[config.mk]
export PLATFORM = sky130hd
export DESIGN_NAME = pcie_app_msg_adapter
export DESIGN_NICKNAME = d
export VERILOG_FILES = /design/src/rtl/pcie_app_msg_adapter.sv
export SDC_FILE = /design/constraint.sdc
export NUM_CORES = 2
export LEC_CHECK = 0
export ABC_AREA = 1
export CAP_MARGIN = 40
export CORE_AREA = 4 4 522 524
export CTS_BUF_LIST = sky130_fd_sc_hd__clkbuf_16
export DETAILED_ROUTE_END_ITERATION = 7
export DIE_AREA = 0 0 526 528
export GPL_ROUTABILITY_DRIVEN = 0
export MAX_ROUTING_LAYER = met4
export SLEW_MARGIN = 40
export SYNTH_ARGS = -nofsm -noshare
export SYNTH_HDL_FRONTEND = slang
export SYNTH_SLANG_ARGS = --single-unit
[constraint.sdc]
create_clock -name clock -period 1.9 [get_ports clock]
set_input_delay 0.38 -clock clock [delete_from_list [all_inputs] [get_ports clock]]
set_output_delay 0.38 -clock clock [all_outputs]
set_load 0.01 [all_outputs]
[src/rtl/pcie_app_msg_adapter.sv]
// pcie_app_msg_adapter: per-slot adapter between the PCI-E virtualization
// layer and one application.
//
// Inbound beats (pkt_in_*) are reassembled into whole messages (msg_*).
// Beats beyond MAX_BEATS are dropped, and that drop is flagged on msg_overflow.
// Application responses (resp_*) are serialized into outbound beats
// (pkt_out_*). Each beat is consumed by the layer on grant_in.
//
// Ports:
//   clock, reset_n        single clock, async active-low reset
//   pkt_in_*, full_out    inbound beat, back-pressure to the layer
//   pkt_out_*, grant_in   outbound beat, consumed on grant_in
//   msg_*                 reassembled message, valid/ready handshake
//   resp_*                response message, valid/ready handshake
module pcie_app_msg_adapter #(
    parameter int DATA_W    = 128,
    parameter int MAX_BEATS = 4,
    parameter int SLOT_W    = 8,
    parameter int PAD_W     = 3
) (
    input  logic                            clock,
    input  logic                            reset_n,
    input  logic                            pkt_in_valid,
    input  logic [DATA_W-1:0]               pkt_in_data,
    input  logic [SLOT_W-1:0]               pkt_in_slot,
    input  logic [PAD_W-1:0]                pkt_in_pad,
    input  logic                            pkt_in_last,
    output logic                            full_out,
    output logic                            pkt_out_valid,
    output logic [DATA_W-1:0]               pkt_out_data,
    output logic [SLOT_W-1:0]               pkt_out_slot,
    output logic [PAD_W-1:0]                pkt_out_pad,
    output logic                            pkt_out_last,
    input  logic                            grant_in,
    output logic                            msg_valid,
    input  logic                            msg_ready,
    output logic [MAX_BEATS*DATA_W-1:0]     msg_data,
    output logic [$clog2(MAX_BEATS+1)-1:0]  msg_beats,
    output logic [SLOT_W-1:0]               msg_slot,
    output logic                            msg_overflow,
    input  logic                            resp_valid,
    output logic                            resp_ready,
    input  logic [MAX_BEATS*DATA_W-1:0]     resp_data,
    input  logic [$clog2(MAX_BEATS+1)-1:0]  resp_beats,
    input  logic [SLOT_W-1:0]               resp_slot
);

    localparam int CNT_W = $clog2(MAX_BEATS + 1);

    typedef enum logic [1:0] {COLLECT, DISCARD, DELIVER} rx_state_t;
    typedef enum logic {IDLE, SEND} tx_state_t;

    // ------------------------------------------------------------------
    // Receive path
    // ------------------------------------------------------------------
    rx_state_t        rx_state;
    rx_state_t        rx_next;
    logic [CNT_W-1:0] count;
    logic             accept;
    logic             at_top;
    logic             pad_unused;

    assign pad_unused = ^pkt_in_pad;
    assign full_out   = (rx_state == DELIVER);
    assign msg_valid  = (rx_state == DELIVER);
    assign accept     = pkt_in_valid && !full_out;
    assign at_top     = (count == CNT_W'(MAX_BEATS - 1));

    always_comb begin
        rx_next = rx_state;
        unique case (rx_state)
            COLLECT: begin
                if (accept) begin
                    if (pkt_in_last)
                        rx_next = DELIVER;
                    else if (at_top)
                        rx_next = DISCARD;
                end
            end
            DISCARD: begin
                if (accept && pkt_in_last)
                    rx_next = DELIVER;
            end
            DELIVER: begin
                if (msg_ready)
                    rx_next = COLLECT;
            end
            default: rx_next = COLLECT;
        endcase
    end

    always_ff @(posedge clock or negedge reset_n) begin
        if (!reset_n)
            rx_state <= COLLECT;
        else
            rx_state <= rx_next;
    end

    always_ff @(posedge clock or negedge reset_n) begin
        if (!reset_n) begin
            count        <= '0;
            msg_data     <= '0;
            msg_beats    <= '0;
            msg_slot     <= '0;
            msg_overflow <= 1'b0;
        end else if (rx_state == COLLECT && accept) begin
            for (int i = 0; i < MAX_BEATS; i++) begin
                if (count == CNT_W'(i))
                    msg_data[i*DATA_W +: DATA_W] <= pkt_in_data;
            end
            if (count == '0)
                msg_slot <= pkt_in_slot;
            count <= count + 1'b1;
            if (pkt_in_last) begin
                msg_beats    <= count + 1'b1;
                msg_overflow <= 1'b0;
            end else if (at_top) begin
                msg_beats    <= CNT_W'(MAX_BEATS);
                msg_overflow <= 1'b1;
            end
        end else if (rx_state == DELIVER && msg_ready) begin
            count <= '0;
        end
    end

    // ------------------------------------------------------------------
    // Transmit path
    // ------------------------------------------------------------------
    tx_state_t                   tx_state;
    tx_state_t                   tx_next;
    logic [CNT_W-1:0]            idx;
    logic [CNT_W-1:0]            tx_beats;
    logic [CNT_W-1:0]            clamped;
    logic [MAX_BEATS*DATA_W-1:0] tx_data;
    logic [SLOT_W-1:0]           tx_slot;
    logic [DATA_W-1:0]           tx_lane;
    logic                        tx_last;
    logic                        take;
    logic                        send;

    assign take    = resp_valid && resp_ready;
    assign send    = (tx_state == SEND);
    assign tx_last = (idx == tx_beats - 1'b1);

    always_comb begin
        clamped = resp_beats;
        if (resp_beats == '0)
            clamped = CNT_W'(1);
        else if (resp_beats > CNT_W'(MAX_BEATS))
            clamped = CNT_W'(MAX_BEATS);
    end

    always_comb begin
        tx_next = tx_state;
        unique case (tx_state)
            IDLE:    if (take) tx_next = SEND;
            SEND:    if (grant_in && tx_last) tx_next = IDLE;
            default: tx_next = IDLE;
        endcase
    end

    // resp_ready is its own flop so it stays low during reset and only
    // rises on the first edge after release.
    always_ff @(posedge clock or negedge reset_n) begin
        if (!reset_n) begin
            tx_state   <= IDLE;
            resp_ready <= 1'b0;
        end else begin
            tx_state   <= tx_next;
            resp_ready <= (tx_next == IDLE);
        end
    end

    always_ff @(posedge clock or negedge reset_n) begin
        if (!reset_n) begin
            idx      <= '0;
            tx_beats <= '0;
            tx_data  <= '0;
            tx_slot  <= '0;
        end else if (take) begin
            idx      <= '0;
            tx_beats <= clamped;
            tx_data  <= resp_data;
            tx_slot  <= resp_slot;
        end else if (send && grant_in && !tx_last) begin
            idx <= idx + 1'b1;
        end
    end

    always_comb begin
        tx_lane = '0;
        for (int i = 0; i < MAX_BEATS; i++) begin
            if (idx == CNT_W'(i))
                tx_lane = tx_data[i*DATA_W +: DATA_W];
        end
    end

    // Outbound fields read as zero whenever no beat is offered.
    assign pkt_out_valid = send;
    assign pkt_out_data  = send ? tx_lane : '0;
    assign pkt_out_slot  = send ? tx_slot : '0;
    assign pkt_out_pad   = '0;
    assign pkt_out_last  = send && tx_last;

endmodule
== After elaboration in Yosys (flattened, before gate mapping) ==
Index checks and enable logic that the tools add are counted.
Widths: inputs -> output; s select.

* Output and inout bits: 668
* Bits in registers: 1057
* Input port bits: 669

* Reductions and logical operators: 24
* Equal/unequal tests: 13
* $lt $le $gt $ge: 1
* Bitwise operators: 2
* Add/sub/neg operators: 3
* Mux-type cells: 25

{| class="wikitable"
|+ Operators by type and width
! kind !! number
|-
| $mux 128 || 5
|-
| $mux 3 || 8
|-
| $eq 3x2->1 const B || 4
|-
| $mux 2 || 5
|-
| $reduce_and 2->1 || 5
|-
| $logic_and 1x1->1 || 9
|-
| $logic_not 3->1 || 3
|-
| $mux 8 || 1
|-
| $add 3x1->3 const B || 2
|-
| $eq 3x1->1 const B || 2
|-
| $pmux 2 s3 || 1
|-
| $reduce_bool 2->1 || 3
|-
| $mux 1 || 4
|-
| $ne 2x2->1 const B || 2
|-
| $reduce_and 4->1 || 1
|-
| $eq 3x3->1 || 1
|-
| $gt 3x3->1 const B || 1
|-
| $ne 3x3->1 const B || 1
|-
| $sub 3x1->3 const B || 1
|-
| $eq 2x1->1 const B || 1
|-
| $eq 2x2->1 const B || 1
|-
| $logic_not 1->1 || 2
|-
| $logic_not 2->1 || 1
|-
| $ne 2x1->1 const B || 1
|-
| 2 further kinds || 3
|}

== Depth between registers and ports, before layout ==
* Depth after elaboration: 6
* Mapped depth: 11
* Gate-level depth less buffers: 11

== Worst setup path after synthesis ==
OpenSTA, ideal clock, no wires.

* Path type: register -> output
* From: register idx[0]
* To: output port pkt_out_data[107]
* Data arrival time: 1.750 ns
* Data required time: 1.520 ns
* Slack: -0.230 ns
* Stages on the path, launching flop included: 8
* Path through: dfrtp_1 > ha_1 > ha_1 > inv_1 > clkbuf_1 > clkbuf_1 > nand3_1 > a21oi_1

* Longest elaborated chain between the ends: 6
* Elaborated cells on any way between the ends: 9
* Those cells by class: eq/ne: 3; mux: 5; reduce/logical: 1

{| class="wikitable"
|+ Ends and longest elaborated chain
! what !! line !! text
|-
| start: declaration || 131 || <nowiki>logic [CNT_W-1:0] idx;</nowiki>
|-
| start signal: assignment || 186 || <nowiki>idx <= idx + 1'b1;</nowiki>
|-
| $logic_not 3->1 || 193 || <nowiki>if (idx == CNT_W'(i))</nowiki>
|-
| $mux 128 (3 in series) || 193 ||
|-
| $mux 128 (*) || 193 ||
|-
| $mux 128 (*) || 200 || <nowiki>assign pkt_out_data = send ? tx_lane : '0;</nowiki>
|-
| end: declaration || 30 || <nowiki>output logic [DATA_W-1:0] pkt_out_data,</nowiki>
|}

Mark *: on every way between the ends. The rest lies on a longest branch, timed or not.

== Worst setup path in the final report ==
* From: register idx[1]
* To: output port pkt_out_data[43]

The elaborated chain is that of the path after synthesis.

==> qor.txt <==
Mapped Cells: 5,156
Worst Hold Path EP: tx_data[446]$_DFFE_PN0P_
Register-to-Register Setup Slack: 0.10 ns
Final setup viols: 138
Post-Synth XOR/XNOR Area: 0.0199%
sw frac: 41.0%
Initial Util: 16.5%
Comb power frac: 47.9%
vias per inst: 4.17
Starting DRT DRC Count: 3,786
Clock Sinks: 1,057
final worst slack: -1.33 ns
TritonCTS clock tree: yes
max-cap violation count: 0
prevailing post-synth register cell: dfrtp_1
Final Net Count: 7,423
CP Data Arrival Time: 2.85 ns
CP endpoint kind: output port
VDD IR-drop max: 1060 µV
WP data required: 1.52 ns
mux contribution to synthesized area: 0%
CP startpoint kind: flop
RSZ-0062 raised after global routing: yes
footprint of the multi-input gates: 18,200 µm²
Cell Area, Placed: 64,200 µm²
FF-to-FF Start: rx_state[0]$_DFFE_PN0P_
fmax: 0.310 GHz
Worst Tran Pin Value: 0.667 ns
area share of the leading cell type in the synthesized netlist: 60.1%
Final Cell Area: 71,900 µm²
GRT Util Overall: 16.5%
Reg clk slew, reported paths: 0.06 ns
vias in the first global route: 44.7k
Finished Layout Cells: 10.4k
CP Max Fanout: 7
dpl ws: -0.990 ns
Routed wire per std cell: 22.4 µm
Core Footprint: 267,000 µm²
Synth area leaders: dfrtp_1, nand2_1, o21ai_0, nand3_1, or2_2
final WL: 233,000 µm
Hold Path Depth: 3
DP Cell Count: 10.0k
final period utilization: 170%
register area: 26,500 µm²
Seq cells post-synth: 1,057
Syn Std Cell Area: 44,000 µm²
post-synthesis average cell area: 8.54 µm²
GRT overflow: 0
clock group share of total power: 19.5%
start point of the worst hold path: resp_data[446]
worst r2r path cells: 10
Die W: 526 µm
P per Cell Area: 1730 nW/µm²
share of cells above drive strength 1: 27.0%
largest family of logic cells by synthesized area: simple AND/OR/NAND/NOR gates
area grow syn2layout: 63.3%
Pleak: 35.0 nW
Buffers on Ports: 1,330
area leader, netlist: dfrtp_1
kind of critical path: reg2out
HP Class: in2reg
worst rel slew slack: 55.5%
sequential share of power: 32.6%
IO Count: 1,337
synth warn: 0
first-pass GRT wire length: 326,000 µm
Pre-antenna DRT Iters: 6
Yosys cell types: 30
Worst-Skew Late Latency: 0.78 ns
internal power: 0.0734 W
Clock Path Buffers: 3
failing checks: setup timing
Final Max Tran Viols: 0
largest net degree at the start of global routing: 106
Synth Area in Simple Gates: 26.7%
Compound-Gate Fraction of Synth Area: 7.64%
top-count cell post-synth: nand2_1
root buf cell: clkbuf_16
async set-reset flop share out of synthesis: 100%
# rows: 190
Die Y: 528 µm
Seq/Total Area, Yosys: 60.1%
HPWL after detailed placement: 171,000 µm
H-tree depth: 3
Worst Clk Skew: 0.0638 ns
reg2reg end: msg_data[29]$_DFFE_PN0P_
CP peak stage delay: 0.39 ns
synthesized-area fraction occupied by adder cells: 0.313%
hold_ws: 0.129 ns
TritonCTS buffer count: 121
min Tclk post-route: 3.23 ns
final hold vios: 0
number of flops mapped to enable cells by yosys: 0
Routed Antenna Nets: 0
die area: 278,000 µm²
most frequent cells after synthesis: nand2_1, dfrtp_1, o21ai_0, nand3_1, inv_1
crit-path cells: inv_2 > buf_6 > ha_4 > inv_6 > nor2_4 > buf_12 > buf_16 > buf_12 > buf_8 > nand2_2 > nand3_2 > nand3_2 > a21oi_2 > buf_2
Fill cells: 28.2k
Psw: 0.0511 W
residual DRC count: 0
routed vias: 43.5k
Worst setup startpoint: idx[1]$_DFFE_PN0P_
outcome: finished with violations
initial antenna violation count: 52
Slowest cell on crit path: dfrtp_1
==> layer usage <==
metal	part of all wire, %	vias to the layer above	track usage, %
met5	0	-	-
met4	4.9	0	7.14
met3	8.8	466	4.64
met2	49	2289	27.9
met1	37	21200	18.1
li1	-	19500	-
==> worst max-delay path by stage <==
stage / cells past startpoint / end / slack [ns]
floorplan: 7 / pkt_out_data[107] / 0.003
global placement: 11 / pkt_out_data[26] / -0.98
detailed placement: 11 / pkt_out_data[26] / -0.99
CTS: 16 / pkt_out_data[54] / -1.48
global route: 15 / pkt_out_data[55] / -1.50
finish: 14 / pkt_out_data[43] / -1.33
==> logic make-up (layout without fill, tap and decap cells) <==
logic type	Yosys count	after routing
DFF	1057	1057
other	1	23
buffers and inverters	517	2203
AOI/OAI and AO/OA	665	665
adders and majority gates	11	11
xor gates and xnor gates	1	1
and+or+nand+nor	2904	2904
==> cell type report <==
class                   count  share of cell area, %
diodes                     20                 0.0696
clock buffers             121                   4.21
clock inverters           103                   1.43
inverters                 171                  0.964
multi-input cells        3584                   25.3
flip-flops and latches   1057                   36.8
well taps                3552                   6.18
repair buffers           1807                   25.0
repair inverters            1                 0.0418
==> critical path: cells and delay by family (launching register included) <==
family / cells / cell delay, ns
AND/OR/NAND/NOR: 4 / 0.32
buffers and inverters: 8 / 1.04
AO/OA/AOI/OAI: 1 / 0.17
flip-flops: 1 / 0.39
adder cells (fa/ha/maj): 1 / 0.15
==> repair_timing <==
item,in CTS,in global routing
hold endpoints to repair,453,0
endpoints found under the setup margin,659,152
buffers inserted,125,29
cloned,30,7
hold buffers,2,0
pin swaps,159,200
gates resized for setup,2546,313
==> power by group through the flow <==
stage	Combinational [W]	Sequential (W)	Clock (W)
floorplan	0.0214	0.0403	0
global placement	0.0531	0.0399	0
CTS	0.0572	0.0400	0.0251
detailed placement	0.0537	0.0400	0
finish	0.0596	0.0406	0.0243
global route	0.0644	0.0415	0.0259
==> flip-flops by register name, indices dropped and copies added (netlist names) <==
register,cells
msg_beats,3
msg_data,512
resp_ready,1
msg_slot,8
tx_data,512
msg_overflow,1
tx_beats,3
idx,3
rx_state,2
count,3
tx_slot,8
pkt_out_valid,1
==> through the flow <==
stage / power [W] / TNS [ns] / util (%)
finish: 0.124 / -158.79 / 26.9
detailed placement: 0.0937 / -148.31 / 24.0
global route: 0.132 / -182.32 / 26.9
global placement: 0.0929 / -142.33 / 24.0
CTS: 0.122 / -179.26 / 26.3
floorplan: 0.0617 / 0 / -
==> layout by cell type (no fill, tap or decap), drive strengths merged, types with 3 or more instances in the layout <==
cell type / netlist / routed
a21oi: 130 / 130
buf: 185 / 852
bufbuf: 0 / 3
bufinv: 0 / 15
clkbuf: 161 / 131
clkdlybuf4s15: 0 / 192
clkdlybuf4s50: 0 / 664
clkinv: 0 / 54
clkinvlp: 0 / 8
conb: 1 / 3
dfrtp: 1057 / 1057
diode: 0 / 20
dlygate4sd2: 0 / 84
ha: 11 / 11
inv: 171 / 198
nand2: 2374 / 2374
nand3: 391 / 391
nand4: 3 / 3
nor2: 8 / 8
o21ai: 529 / 529
o22ai: 4 / 4
or2: 128 / 128
Note: power is estimated with default switching activity, not from simulation.
